## src/rtl/jtpopeye_pkg.sv

```systemverilog
// Shared definitions for the Popeye object path: DMA state encoding and the
// object-table geometry used by both the DMA engine and the object line engine.
package jtpopeye_pkg;

  // DMA engine states
  typedef enum logic [2:0] {
    ST_IDLE = 3'd0,
    ST_REQ  = 3'd1,
    ST_RD   = 3'd2,
    ST_WR   = 3'd3,
    ST_REL  = 3'd4
  } dma_st_t;

  // Object attribute table location in CPU space and its size (40 objects x 4 bytes)
  localparam logic [15:0] OBJ_SRC_BASE    = 16'h8C04;
  localparam int          OBJ_BYTES_DEF   = 160;
  // Pixel ticks to wait for the CPU to grant the bus
  localparam int          REQ_TIMEOUT_DEF = 255;

  // CPU read address for a table index; wraps at 16 bits
  function automatic logic [15:0] obj_src_addr(input logic [15:0] base, input logic [7:0] idx);
    return base + {8'd0, idx};
  endfunction

endpackage

```

## src/rtl/jtpopeye_obj_dma.sv

```systemverilog
// Object DMA engine. On the rising edge of VB it requests the CPU bus, copies
// OBJ_BYTES bytes from CPU RAM at SRC_BASE into object RAM, then releases the
// bus. Everything advances on pxl_cen; all outputs are registered.
// Optional feature macro: JTPOPEYE_DBLBUF_EN
//   defined   : two object RAM banks; the copy fills the hidden bank and the
//               banks swap on a successful transfer.
//   undefined : single bank (obj_bank stays 0, obj_addr[8] stays 0); an abort
//               leaves a partially updated table.
module jtpopeye_obj_dma
  import jtpopeye_pkg::*;
#(
  parameter logic [15:0] SRC_BASE    = OBJ_SRC_BASE,
  parameter int          OBJ_BYTES   = OBJ_BYTES_DEF,
  parameter int          REQ_TIMEOUT = REQ_TIMEOUT_DEF
) (
  input  logic        clk,
  input  logic        rst,
  input  logic        pxl_cen,
  input  logic        VB,
  output logic        busrq_n,
  input  logic        busak_n,
  output logic [15:0] src_addr,
  input  logic [7:0]  src_din,
  output logic [8:0]  obj_addr,
  output logic [7:0]  obj_dout,
  output logic        obj_we,
  output logic        obj_bank,
  output logic        dma_busy
);

  localparam logic [7:0]  LAST_IDX  = 8'(OBJ_BYTES - 1);
  localparam logic [15:0] TMO_LIMIT = 16'(REQ_TIMEOUT);

  dma_st_t     state_reg,    state_next;
  logic [7:0]  idx_reg,      idx_next;
  logic [15:0] tmo_reg,      tmo_next;
  logic        vb_last_reg,  vb_last_next;
  logic        abort_reg,    abort_next;
  logic        busrq_n_reg,  busrq_n_next;
  logic [15:0] src_addr_reg, src_addr_next;
  logic [8:0]  obj_addr_reg, obj_addr_next;
  logic [7:0]  obj_dout_reg, obj_dout_next;
  logic        obj_we_reg,   obj_we_next;
  logic        obj_bank_reg, obj_bank_next;
  logic        dma_busy_reg, dma_busy_next;

  logic        vb_rise;
  logic        vb_fall;
  logic [15:0] tmo_inc;
  logic        wr_bank;

  assign vb_rise = VB & ~vb_last_reg;
  assign vb_fall = ~VB & vb_last_reg;
  assign tmo_inc = tmo_reg + 16'd1;

`ifdef JTPOPEYE_DBLBUF_EN
  // Fill the bank the display is not reading
  assign wr_bank = ~obj_bank_reg;
`else
  // Single bank: writes land in the displayed table
  assign wr_bank = 1'b0;
`endif

  // Next-state and next-output logic; applied only on pxl_cen ticks
  always_comb begin
    state_next    = state_reg;
    idx_next      = idx_reg;
    tmo_next      = tmo_reg;
    vb_last_next  = VB;
    abort_next    = abort_reg;
    busrq_n_next  = busrq_n_reg;
    src_addr_next = src_addr_reg;
    obj_addr_next = obj_addr_reg;
    obj_dout_next = obj_dout_reg;
    obj_we_next   = 1'b0;
    obj_bank_next = obj_bank_reg;

    case (state_reg)
      ST_IDLE: begin
        // Only a fresh VB edge starts a frame; a VB still high after a
        // transfer does not retrigger
        if (vb_rise) begin
          state_next   = ST_REQ;
          busrq_n_next = 1'b0;
          tmo_next     = 16'd0;
        end
      end

      ST_REQ: begin
        if (vb_fall) begin
          state_next = ST_REL;
          abort_next = 1'b1;
        end else if (!busak_n) begin
          state_next    = ST_RD;
          idx_next      = 8'd0;
          src_addr_next = obj_src_addr(SRC_BASE, 8'd0);
        end else begin
          tmo_next = tmo_inc;
          if (tmo_inc >= TMO_LIMIT) begin
            state_next = ST_REL;
            abort_next = 1'b1;
          end
        end
      end

      ST_RD: begin
        // Address is already on the bus; this tick lets CPU RAM return data
        if (vb_fall || busak_n) begin
          state_next = ST_REL;
          abort_next = 1'b1;
        end else begin
          state_next = ST_WR;
        end
      end

      ST_WR: begin
        // An abort here suppresses the write of the current byte
        if (vb_fall || busak_n) begin
          state_next = ST_REL;
          abort_next = 1'b1;
        end else begin
          obj_we_next   = 1'b1;
          obj_dout_next = src_din;
          obj_addr_next = {wr_bank, idx_reg};
          if (idx_reg == LAST_IDX) begin
            state_next = ST_REL;
          end else begin
            idx_next      = idx_reg + 8'd1;
            src_addr_next = obj_src_addr(SRC_BASE, idx_reg + 8'd1);
            state_next    = ST_RD;
          end
        end
      end

      ST_REL: begin
        busrq_n_next = 1'b1;
`ifdef JTPOPEYE_DBLBUF_EN
        // Only a complete table becomes visible
        if (!abort_reg) begin
          obj_bank_next = ~obj_bank_reg;
        end
`endif
        abort_next = 1'b0;
        state_next = ST_IDLE;
      end

      default: begin
        state_next   = ST_IDLE;
        busrq_n_next = 1'b1;
        abort_next   = 1'b0;
      end
    endcase

    dma_busy_next = (state_next != ST_IDLE);
  end

  // State and output registers; reset takes effect regardless of pxl_cen
  always_ff @(posedge clk) begin
    if (rst) begin
      state_reg    <= ST_IDLE;
      idx_reg      <= 8'd0;
      tmo_reg      <= 16'd0;
      // Treat reset as if VB was already seen high, so coming out of reset
      // mid-blank does not start a partial-frame transfer
      vb_last_reg  <= 1'b1;
      abort_reg    <= 1'b0;
      busrq_n_reg  <= 1'b1;
      src_addr_reg <= SRC_BASE;
      obj_addr_reg <= 9'd0;
      obj_dout_reg <= 8'd0;
      obj_we_reg   <= 1'b0;
      obj_bank_reg <= 1'b0;
      dma_busy_reg <= 1'b0;
    end else if (pxl_cen) begin
      state_reg    <= state_next;
      idx_reg      <= idx_next;
      tmo_reg      <= tmo_next;
      vb_last_reg  <= vb_last_next;
      abort_reg    <= abort_next;
      busrq_n_reg  <= busrq_n_next;
      src_addr_reg <= src_addr_next;
      obj_addr_reg <= obj_addr_next;
      obj_dout_reg <= obj_dout_next;
      obj_we_reg   <= obj_we_next;
      obj_bank_reg <= obj_bank_next;
      dma_busy_reg <= dma_busy_next;
    end
  end

  assign busrq_n  = busrq_n_reg;
  assign src_addr = src_addr_reg;
  assign obj_addr = obj_addr_reg;
  assign obj_dout = obj_dout_reg;
  assign obj_we   = obj_we_reg;
  assign obj_bank = obj_bank_reg;
  assign dma_busy = dma_busy_reg;

endmodule

```

## config.mk

```make
export PLATFORM = sky130hd
export DESIGN_NAME = jtpopeye_obj_dma
export DESIGN_NICKNAME = d
export VERILOG_FILES = /design/src/rtl/jtpopeye_pkg.sv /design/src/rtl/jtpopeye_obj_dma.sv
export SDC_FILE = /design/constraint.sdc
export NUM_CORES = 1
export LEC_CHECK = 0
export ABC_CLOCK_PERIOD_IN_PS = 2450
export BUFFER_PORTS_ARGS = -buffer_cell sky130_fd_sc_hd__buf_2
export CAP_MARGIN = 20
export CORE_MARGIN = 4
export CORE_UTILIZATION = 30
export DETAILED_ROUTE_END_ITERATION = 16
export SLEW_MARGIN = 30
export SYNTH_ARGS = -nofsm -noshare
export SYNTH_HDL_FRONTEND = slang
export SYNTH_SLANG_ARGS = --single-unit
```

## constraint.sdc

```tcl
create_clock -name clk -period 2.45 [get_ports clk]
set_input_delay 0.49 -clock clk [delete_from_list [all_inputs] [get_ports clk]]
set_output_delay 0.49 -clock clk [all_outputs]
set_load 0.05 [all_outputs]
```

==> results of run 1 <==
==> power groups by stage <==
stage	registers, µW	clock network (µW)	logic (µW)
2_1_floorplan	913	0	110
3_3_place_gp	911	0	135
3_5_place_dp	911	0	135
4_1_cts	891	569	135
5_1_grt	892	605	148
6_report	891	541	135
==> cell usage after synthesis (2+ instances only) <==
library cell | count | area, µm²
a21oi_1 | 26 | 130.1
or3_1 | 5 | 31.28
a32oi_1 | 2 | 17.52
nand4b_1 | 3 | 26.28
o21ai_0 | 19 | 95.09
o211ai_1 | 2 | 15.01
and4_1 | 2 | 17.52
or3_2 | 2 | 15.01
a22oi_1 | 8 | 60.06
o41ai_1 | 2 | 17.52
a211o_1 | 2 | 17.52
xor2_1 | 7 | 61.31
and2_1 | 6 | 37.54
nor2b_1 | 2 | 12.51
a211oi_1 | 3 | 22.52
a21o_1 | 2 | 15.01
nor4_1 | 3 | 18.77
clkbuf_1 | 11 | 41.29
a22o_1 | 2 | 17.52
and3_1 | 5 | 31.28
nand3_1 | 8 | 40.04
dfxtp_1 | 54 | 1081
buf_2 | 5 | 25.02
nor2_1 | 58 | 217.7
buf_4 | 11 | 82.58
nand2_1 | 10 | 37.54
ha_1 | 4 | 50.05
nand4_1 | 7 | 43.79
conb_1 | 2 | 7.510
nand2b_1 | 4 | 25.02
xnor2_1 | 8 | 70.07
nand3b_1 | 7 | 52.55
nor3_1 | 8 | 40.04
mux2i_1 | 17 | 170.2
inv_1 | 6 | 22.52
==> per-layer routing <==
| metal | share of wire (%) | global-route usage, % | routed length [µm] |
|---|---|---|---|
| met5 | 0 | 0 | 0 |
| met4 | 0.37 | 3.145 | 24 |
| met3 | 5.3 | 3.123 | 338 |
| met2 | 46 | 19.35 | 2922 |
| met1 | 49 | 15.55 | 3131 |
==> logic make-up after synthesis <==
kind of cell	Yosys count	share of synthesized area (%)
flip-flops	54	37.66
adder cells (fa/ha/maj)	4	1.744
AND/OR/NAND/NOR	141	25.94
buffers and inverters	38	7.585
AO/OA/AOI/OAI	75	16.30
multiplexers	17	5.928
XOR/XNOR	15	4.577
other	2	0.2616
==> stage by stage <==
step | std cells | hold WS, ns | util (%)
2_1_floorplan | 353 | 0.4801 | -
5_1_grt | 513 | 0.4001 | 35.26
6_report | 513 | 0.4191 | 35.26
3_3_place_gp | 505 | 0.4517 | 34.23
4_1_cts | 513 | 0.4042 | 35.26
3_5_place_dp | 505 | 0.4614 | 34.23
==> placed cells by master (no fill, tap or decap), drive strengths merged, types with 3 or more instances in the layout <==
| cell | n |
|---|---|
| a211oi | 3 |
| a21oi | 26 |
| a22oi | 8 |
| and2 | 6 |
| and3 | 5 |
| buf | 54 |
| clkbuf | 5 |
| conb | 9 |
| dfxtp | 54 |
| ha | 4 |
| inv | 9 |
| mux2i | 17 |
| nand2 | 10 |
| nand2b | 4 |
| nand3 | 8 |
| nand3b | 7 |
| nand4 | 7 |
| nand4b | 3 |
| nor2 | 59 |
| nor3 | 9 |
| nor4 | 3 |
| o21ai | 19 |
| or3 | 8 |
| xnor2 | 8 |
| xor2 | 7 |
==> worst max-delay path, cell delays in order, from the launching register on <==
cell and delay [ns]:
dfxtp_1 0.37, ha_1 0.25, and4_1 0.24, nand2_1 0.12, a21boi_0 0.09, or4b_1 0.56, buf_4 0.22, a22oi_1 0.19
nor2_1 0.06
==> cell type report <==
cell class                 instances  area [µm²]
fill                             998        6011
multi-input combinational        261        1604
sequential                        54        1081
timing repair buffer              54       305.3
tap                              129       161.4
clock buffer                       5       68.82
clock inverter                     3       26.28
inverter                           7       26.28
==> path summary, 6_finish.rpt <==
check | end | from | depth (start not counted) | slack, ns
max | src_addr[8] | idx_reg[1] | 8 | 0.23
min | obj_dout[6] | src_din[6] | 3 | 0.42
max reg2reg | src_addr[8] | idx_reg[1] | 8 | 0.23
min reg2reg | src_addr[7] | src_addr[7] | 2 | 0.48
==> impl_metrics.csv, run 1 <==
group,metric,value,unit
outcome,outcome,"finished, final reports clean",
worst_setup_path,worstPathRequired,2.64,ns
min_path,worstHoldPathType,"input pin to flop",
clock_network,cts_made_buffers,5,
sta,skew,0.01319,ns
synthesis,synthArstFlopShare,0,%
global_route,grt_pass1_vias,2419,
placed_design,dp_slack,0.2263,ns
synthesis,syn_inst,346,
power_and_ir_drop,irDropWorstVdd,0.2529,mV
global_route,grt_pass1_wl,11280,µm
die,dieArea,0.01120,mm²
global_route,grt_antenna_before_repair,0,
power_and_ir_drop,p_sw_share,27.75,%
job,maxCapViolations,0,
synthesis,synth_ff_type,"dfxtp_1",
global_route,grt.overflow.total,0,
sta,hold_violations,0,
worst_setup_path,cp_data_arrival_time,2.41,ns
route,dr.pass1.iters,4,
clock_network,clkTransAtPathRegs,0.11,ns
power_and_ir_drop,clock_power_share,34.5,%
cells_and_area,largest_reg_flops,16,
sta,setup_ws,0.2302,ns
die,start_util,30.92,%
synthesis,ys_seq_area_share,37.66,%
placed_design,dp_hpwl,4630,µm
route,vias_per_cell,4.821,
cells_and_area,layout-drive-gt1-share,19.01,%
cells_and_area,postLayoutCellArea,0.003273,mm²
synthesis,syn_area_per_cell,8.296,µm²
synthesis,synth_edf_count,0,
power_and_ir_drop,power_density,478.9,mW/mm²
synthesis,ys_warn_count,0,
power_and_ir_drop,fin_total_pwr,1568,µW
global_route,grt_usage,11.88,%
clock_network,cts_tree,"yes",
route,wire_per_inst,12.51,µm
synthesis,synth_area,0.002870,mm²
cells_and_area,area_delta_synth_final,14.04,%
global_route,grt_max_degree,33,
worst_setup_path,startpoint_type,"flop",
clock_network,root_buffer,"clkbuf_8",
die,row_count,35,
clock_network,cts_resized,0,
power_and_ir_drop,p_int,1133,µW
sta,finalCritPeriodShare,90.60,%
placed_design,globalplace.congestion,0.8485,
route,num_vias,2473,
cells_and_area,num_antenna_cells,0,
sta,setup_viol,0,
power_and_ir_drop,p_leak,0.001247,µW
sta,grt_setup_unrepaired,"false",
power_and_ir_drop,combPwrFrac,8.6,%
clock_network,clkLatencyLatePin,0.32,ns
sta,finalWorstPathRequiredPeriod,2.220,ns
synthesis,synth_seq_cells,54,
route,dr.first_iter.drc_count,108,
die,die_height,105.8,µm
worst_setup_path,cp_max_fo,14,
clock_network,cts_buffer_depth,2,
cells_and_area,nets,400,
clock_network,clock-sinks,54,
route,ant_nets,0,
die,core,0.009284,mm²
clock_network,htreeDepth,2,
placed_design,place_area,0.003178,mm²
power_and_ir_drop,seqPwrFrac,56.8,%
sta,fmax,450.5,MHz
worst_setup_path,end_kind,"flop",
route,routed_wl,6417,µm
die,die_w,105.8,µm
sta,tns,0,ns
die,io_pins,50,
synthesis,yosys.cell_types.count,58,
power_and_ir_drop,switchingPower,435.0,µW
worst_setup_path,path_class,"flop to flop",
sta,maxSlewViolCount,0,
route,drt_drc_violations_left,0,
clock_network,hold_buffers,0,
placed_design,port_buffers,40,
clock_network,cts_setup_buffers,0,
Note: power is estimated with default switching activity, not from simulation.
==> inputs of run 2 (changes only) <==
ABC_CLOCK_PERIOD_IN_PS = 2000   (was 2450)
PLACE_DENSITY = 0.62   (was unset)
clock period = 2 ns   (was 2.45 ns; I/O delays follow)
==> impl_metrics.csv, run 2 (synthesized netlist as in run 1, its figures left out) <==
group,metric,value,unit
cells_and_area,num_antenna_cells,0,
sta,finalWorstPathRequiredPeriod,2.095,ns
sta,fmax,477.3,MHz
sta,skew,0.009391,ns
route,routed_wl,7153,µm
cells_and_area,area_delta_synth_final,31.65,%
worst_setup_path,r2r-start,"tmo_reg[0]",
power_and_ir_drop,irDropWorstVdd,0.3056,mV
clock_network,cts_buffer_depth,2,
cells_and_area,final_cell_mix,"nor2_1, dfxtp_1, buf_4",
sta,setup_ws,-0.09523,ns
worst_setup_path,reg2reg_slack,-0.1,ns
placed_design,place_area,0.003433,mm²
min_path,worstHoldPathType,"input pin to flop",
sta,setup_viol,4,
power_and_ir_drop,power_density,547.0,mW/mm²
cells_and_area,layout-drive-gt1-share,34.05,%
sta,finalCritPeriodShare,104.8,%
worst_setup_path,reg2regPathDepth,9,
placed_design,dp_cells,535,
route,dr.pass1.iters,4,
global_route,grt_pass1_wl,11920,µm
route,drt_drc_violations_left,0,
clock_network,root_buffer,"clkbuf_8",
worst_setup_path,r2r-end,"state_reg[0]",
clock_network,clkTransAtPathRegs,0.11,ns
die,row_count,35,
worst_setup_path,worstPathCellList,"buf_6, nand4_1, nor3_2, buf_4, buf_6, or3_1, a22o_1, nor4_4, a22o_1",
cells_and_area,postLayoutCellArea,0.003779,mm²
clock_network,clkLatencyLatePin,0.31,ns
outcome,violations,"setup timing",
sta,hold_violations,0,
worst_setup_path,cp_data_arrival_time,2.35,ns
global_route,grt.overflow.total,0,
cells_and_area,n_fill_cell,964,
worst_setup_path,crit_slowest_cell,"dfxtp_2",
die,die_w,105.8,µm
route,wire_per_inst,13.03,µm
placed_design,globalplace.congestion,0.8586,
clock_network,hold_buffers,0,
clock_network,htreeDepth,2,
route,vias_per_cell,4.880,
placed_design,port_buffers,40,
placed_design,dp_slack,-0.1166,ns
job,maxCapViolations,0,
route,dr.first_iter.drc_count,129,
sta,maxSlewViolCount,0,
worst_setup_path,startpoint_type,"flop",
die,start_util,30.92,%
cells_and_area,final_common_cell,"nor2_1",
worst_setup_path,crit_start,"tmo_reg[0]",
worst_setup_path,path_class,"flop to flop",
worst_setup_path,endpoint,"state_reg[0]",
worst_setup_path,end_kind,"flop",
global_route,grt_antenna_before_repair,0,
placed_design,dp_hpwl,4919,µm
cells_and_area,nets,436,
sta,grt_setup_unrepaired,"true",
route,ant_nets,0,
clock_network,cts_made_buffers,5,
die,die_height,105.8,µm
power_and_ir_drop,p_leak,0.001501,µW
die,dieArea,0.01120,mm²
global_route,grt_max_degree,24,
die,io_pins,50,
worst_setup_path,cp_max_fo,5,
worst_setup_path,worstPathRequired,2.26,ns
worst_setup_path,slowest_delay,0.34,ns
clock_network,clock-sinks,54,
global_route,grt_usage,12.67,%
cells_and_area,instances_no_fill,549,
clock_network,cts_tree,"yes",
cells_and_area,largest_reg_flops,16,
outcome,outcome,"complete, but fails checks",
die,core,0.009284,mm²
global_route,grt_pass1_vias,2580,
route,num_vias,2679,
==> run 2: per-stage QoR <==
step	TNS, ns	hold WS, ns	utilization, %	power [µW]
3_3_place_gp	-0.1840	0.4595	36.98	1295
5_1_grt	-0.9695	0.3200	40.70	2162
6_report	-0.2379	0.3184	40.70	2067
4_1_cts	-0.004606	0.3080	38.45	2085
2_1_floorplan	0	0.4801	-	1255
3_5_place_dp	-0.2623	0.4573	36.98	1296
==> run 2: cell type report <==
type                    count  area (µm²)  share of cell area (%)
clock buffers               5       68.82                   1.821
clock inverters             3       48.80                   1.291
inverters                   7       26.28                  0.6954
multi-input cells         261        1762                   46.62
flip-flops and latches     54        1092                   28.91
well taps                 129       161.4                   4.272
repair buffers             90       619.3                   16.39
==> run 2: power breakdown <==
part           internal (µW)  switching (µW)  total [µW]
Sequential              1080            6.66        1090
Clock                    382             397         780
Combinational           65.2             134         199
==> run 2: worst max-delay path, delay by kind of cell, from the launching register on <==
kind | cells | cell delay [ns]
AND/OR/NAND/NOR | 4 | 0.90
AO/OA/AOI/OAI | 2 | 0.42
buffers and inverters | 3 | 0.37
flip-flops | 1 | 0.34
==> run 2: worst min path at each step <==
stage / startpoint / end / slack [ns] / cells past startpoint
floorplan: tmo_reg[5] / tmo_reg[5] / 0.48 / 2
global placement: src_addr[7] / src_addr[7] / 0.46 / 2
detailed placement: src_addr[7] / src_addr[7] / 0.46 / 2
CTS: src_din[5] / obj_dout[5] / 0.31 / 3
global route: src_din[0] / obj_dout[0] / 0.32 / 3
finish: src_din[5] / obj_dout[5] / 0.32 / 3
==> run 2: repair_timing <==
action                                  CTS  global route
setup buffers                             0             7
endpoints found under the hold margin     0             0
gates resized for setup                   4            43
pin swaps                                 2            25
endpoints found under the setup margin    4            17
==> run 2: per-layer routing <==
layer  share of wire [%]  global-route usage [%]  up-vias
met2                  48                   21.63       68
met5                   0                       0        -
met1                  46                   16.03     1251
li1                    -                       -     1353
met3                 4.7                   2.817        7
met4                 1.4                   3.515        0
==> inputs of run 3 (changes only) <==
CELL_PAD_IN_SITES_DETAIL_PLACEMENT = 1   (was unset)
CELL_PAD_IN_SITES_GLOBAL_PLACEMENT = 1   (was unset)
GPL_ROUTABILITY_DRIVEN = 0   (was unset)
PLACE_DENSITY = 0.75   (was 0.62)
==> impl_metrics.csv, run 3 (synthesized netlist as in run 1, its figures left out) <==
group,metric,value,unit
clock_network,cts_made_buffers,5,
global_route,grt_antenna_before_repair,0,
die,io_pins,50,
worst_setup_path,startpoint_type,"flop",
power_and_ir_drop,combPwrFrac,10.6,%
clock_network,cts_buffer_depth,2,
outcome,outcome,"complete, but fails checks",
worst_setup_path,crit_slowest_cell,"or4_4",
worst_setup_path,worstPathCellList,"or3b_4, a211o_1, or3_4, or4_4, a21oi_2",
power_and_ir_drop,switchingPower,549.8,µW
die,core,0.009284,mm²
sta,fmax,489.3,MHz
cells_and_area,final_common_cell,"nor2_1",
cells_and_area,num_antenna_cells,0,
power_and_ir_drop,fin_total_pwr,1955,µW
die,dieArea,0.01120,mm²
cells_and_area,postLayoutCellArea,0.003767,mm²
route,routed_wl,8374,µm
cells_and_area,nets,441,
sta,finalCritPeriodShare,102.2,%
cells_and_area,area_delta_synth_final,31.26,%
power_and_ir_drop,clock_power_share,33.8,%
route,ant_nets,0,
power_and_ir_drop,power_density,519.0,mW/mm²
power_and_ir_drop,irDropWorstVdd,0.2516,mV
cells_and_area,layout-drive-gt1-share,34.59,%
sta,maxSlewViolCount,0,
sta,tightest_slew,0.5350,ns
route,vias_per_cell,4.964,
power_and_ir_drop,p_leak,0.001527,µW
sta,setup_viol,1,
job,maxCapViolations,0,
global_route,grt_usage,14.90,%
route,wire_per_inst,15.12,µm
worst_setup_path,end_kind,"flop",
cells_and_area,final_cell_mix,"nor2_1, buf_4, dfxtp_1",
worst_setup_path,worstPathRequired,2.26,ns
route,drt_drc_violations_left,0,
sta,hold_violations,0,
global_route,grt_pass1_wl,13880,µm
route,dr.first_iter.drc_count,98,
sta,setup_ws,-0.04360,ns
power_and_ir_drop,seqPwrFrac,55.6,%
cells_and_area,largest_reg_flops,16,
route,dr.pass1.iters,4,
clock_network,clkLatencyLatePin,0.32,ns
global_route,grt_max_degree,32,
global_route,grt.overflow.total,0,
sta,finalWorstPathRequiredPeriod,2.044,ns
clock_network,cts_tree,"yes",
worst_setup_path,cp.buffers_inverters,0,
worst_setup_path,path_class,"flop to flop",
placed_design,place_area,0.003461,mm²
die,row_count,35,
power_and_ir_drop,p_sw_share,28.12,%
placed_design,dp_hpwl,5806,µm
clock_network,htreeDepth,2,
route,num_vias,2750,
global_route,grt_pass1_vias,2844,
worst_setup_path,cp_max_fo,4,
worst_setup_path,cp_data_arrival_time,2.30,ns
power_and_ir_drop,p_int,1405,µW
worst_setup_path,crit_family,"simple AND/OR/NAND/NOR gates",
worst_setup_path,slowest_delay,0.43,ns
outcome,violations,"setup timing",
sta,skew,0.01506,ns
clock_network,root_buffer,"clkbuf_8",
placed_design,port_buffers,40,
die,start_util,30.92,%
die,die_w,105.8,µm
die,die_height,105.8,µm
clock_network,clock-sinks,54,
sta,grt_setup_unrepaired,"true",
min_path,worstHoldPathType,"input pin to flop",
sta,relSlewSlack,64.26,%
worst_setup_path,reg2reg_slack,-0.04,ns
clock_network,clkTransAtPathRegs,0.11,ns
==> run 3: path summary, 6_finish.rpt <==
kind / start / to / depth (start not counted)
worst max register to register: state_reg[0] / tmo_reg[7] / 5
worst min-delay path: src_din[5] / obj_dout[5] / 3
worst min register to register: src_addr[7] / src_addr[7] / 2
worst max-delay path: state_reg[0] / tmo_reg[7] / 5
==> run 3: stage by stage <==
| stage | hold slack (ns) | instances | utilization, % | setup TNS [ns] | setup WS (ns) |
|---|---|---|---|---|---|
| finish | 0.3126 | 554 | 40.58 | -0.04360 | -0.04360 |
| global route | 0.3080 | 554 | 40.58 | -0.2590 | -0.1238 |
| CTS | 0.2994 | 551 | 38.80 | -0.04698 | -0.04249 |
| detailed placement | 0.4666 | 542 | 37.28 | -2.117 | -0.1902 |
| global placement | 0.4639 | 542 | 37.28 | -0.3454 | -0.1033 |
| floorplan | 0.4801 | 353 | - | 0 | 0.001396 |
==> run 3: area by class of cell <==
type	instances	area, µm²
timing repair buffer	95	654.4
clock inverter	3	25.02
tap	129	161.4
sequential	54	1092
clock buffer	5	68.82
multi-input combinational	261	1739
fill	1125	5517
inverter	7	26.28
==> run 3: power groups by stage <==
| stage | registers (µW) | clock network, µW | logic, µW |
|---|---|---|---|
| final | 1090 | 661 | 207 |
| after global routing | 1090 | 739 | 225 |
| after CTS | 1090 | 694 | 194 |
| after detailed placement | 1110 | 0 | 190 |
| after global placement | 1110 | 0 | 186 |
| after floorplan | 1120 | 0 | 136 |
==> run 3: timing repair <==
item	in CTS	in global routing
pin swaps	2	11
gates resized for setup	10	33
gates cloned	0	1
hold buffers	0	0
setup endpoints to repair	18	24
hold endpoints to repair	0	0
setup buffers	1	2
==> run 3: layer usage <==
metal,share of wire (%),wire length [µm],track usage [%]
met5,0,0,0
met4,0.84,70,4.163
met3,3.9,327,2.878
met2,49,4062,26.23
met1,47,3914,18.45
==> run 3: worst register-to-register path, stage by stage, from the launching register on <==
cell and delay [ns]:
dfxtp_4 0.36, or3b_4 0.38, a211o_1 0.33, or3_4 0.36
or4_4 0.43, a21oi_2 0.13
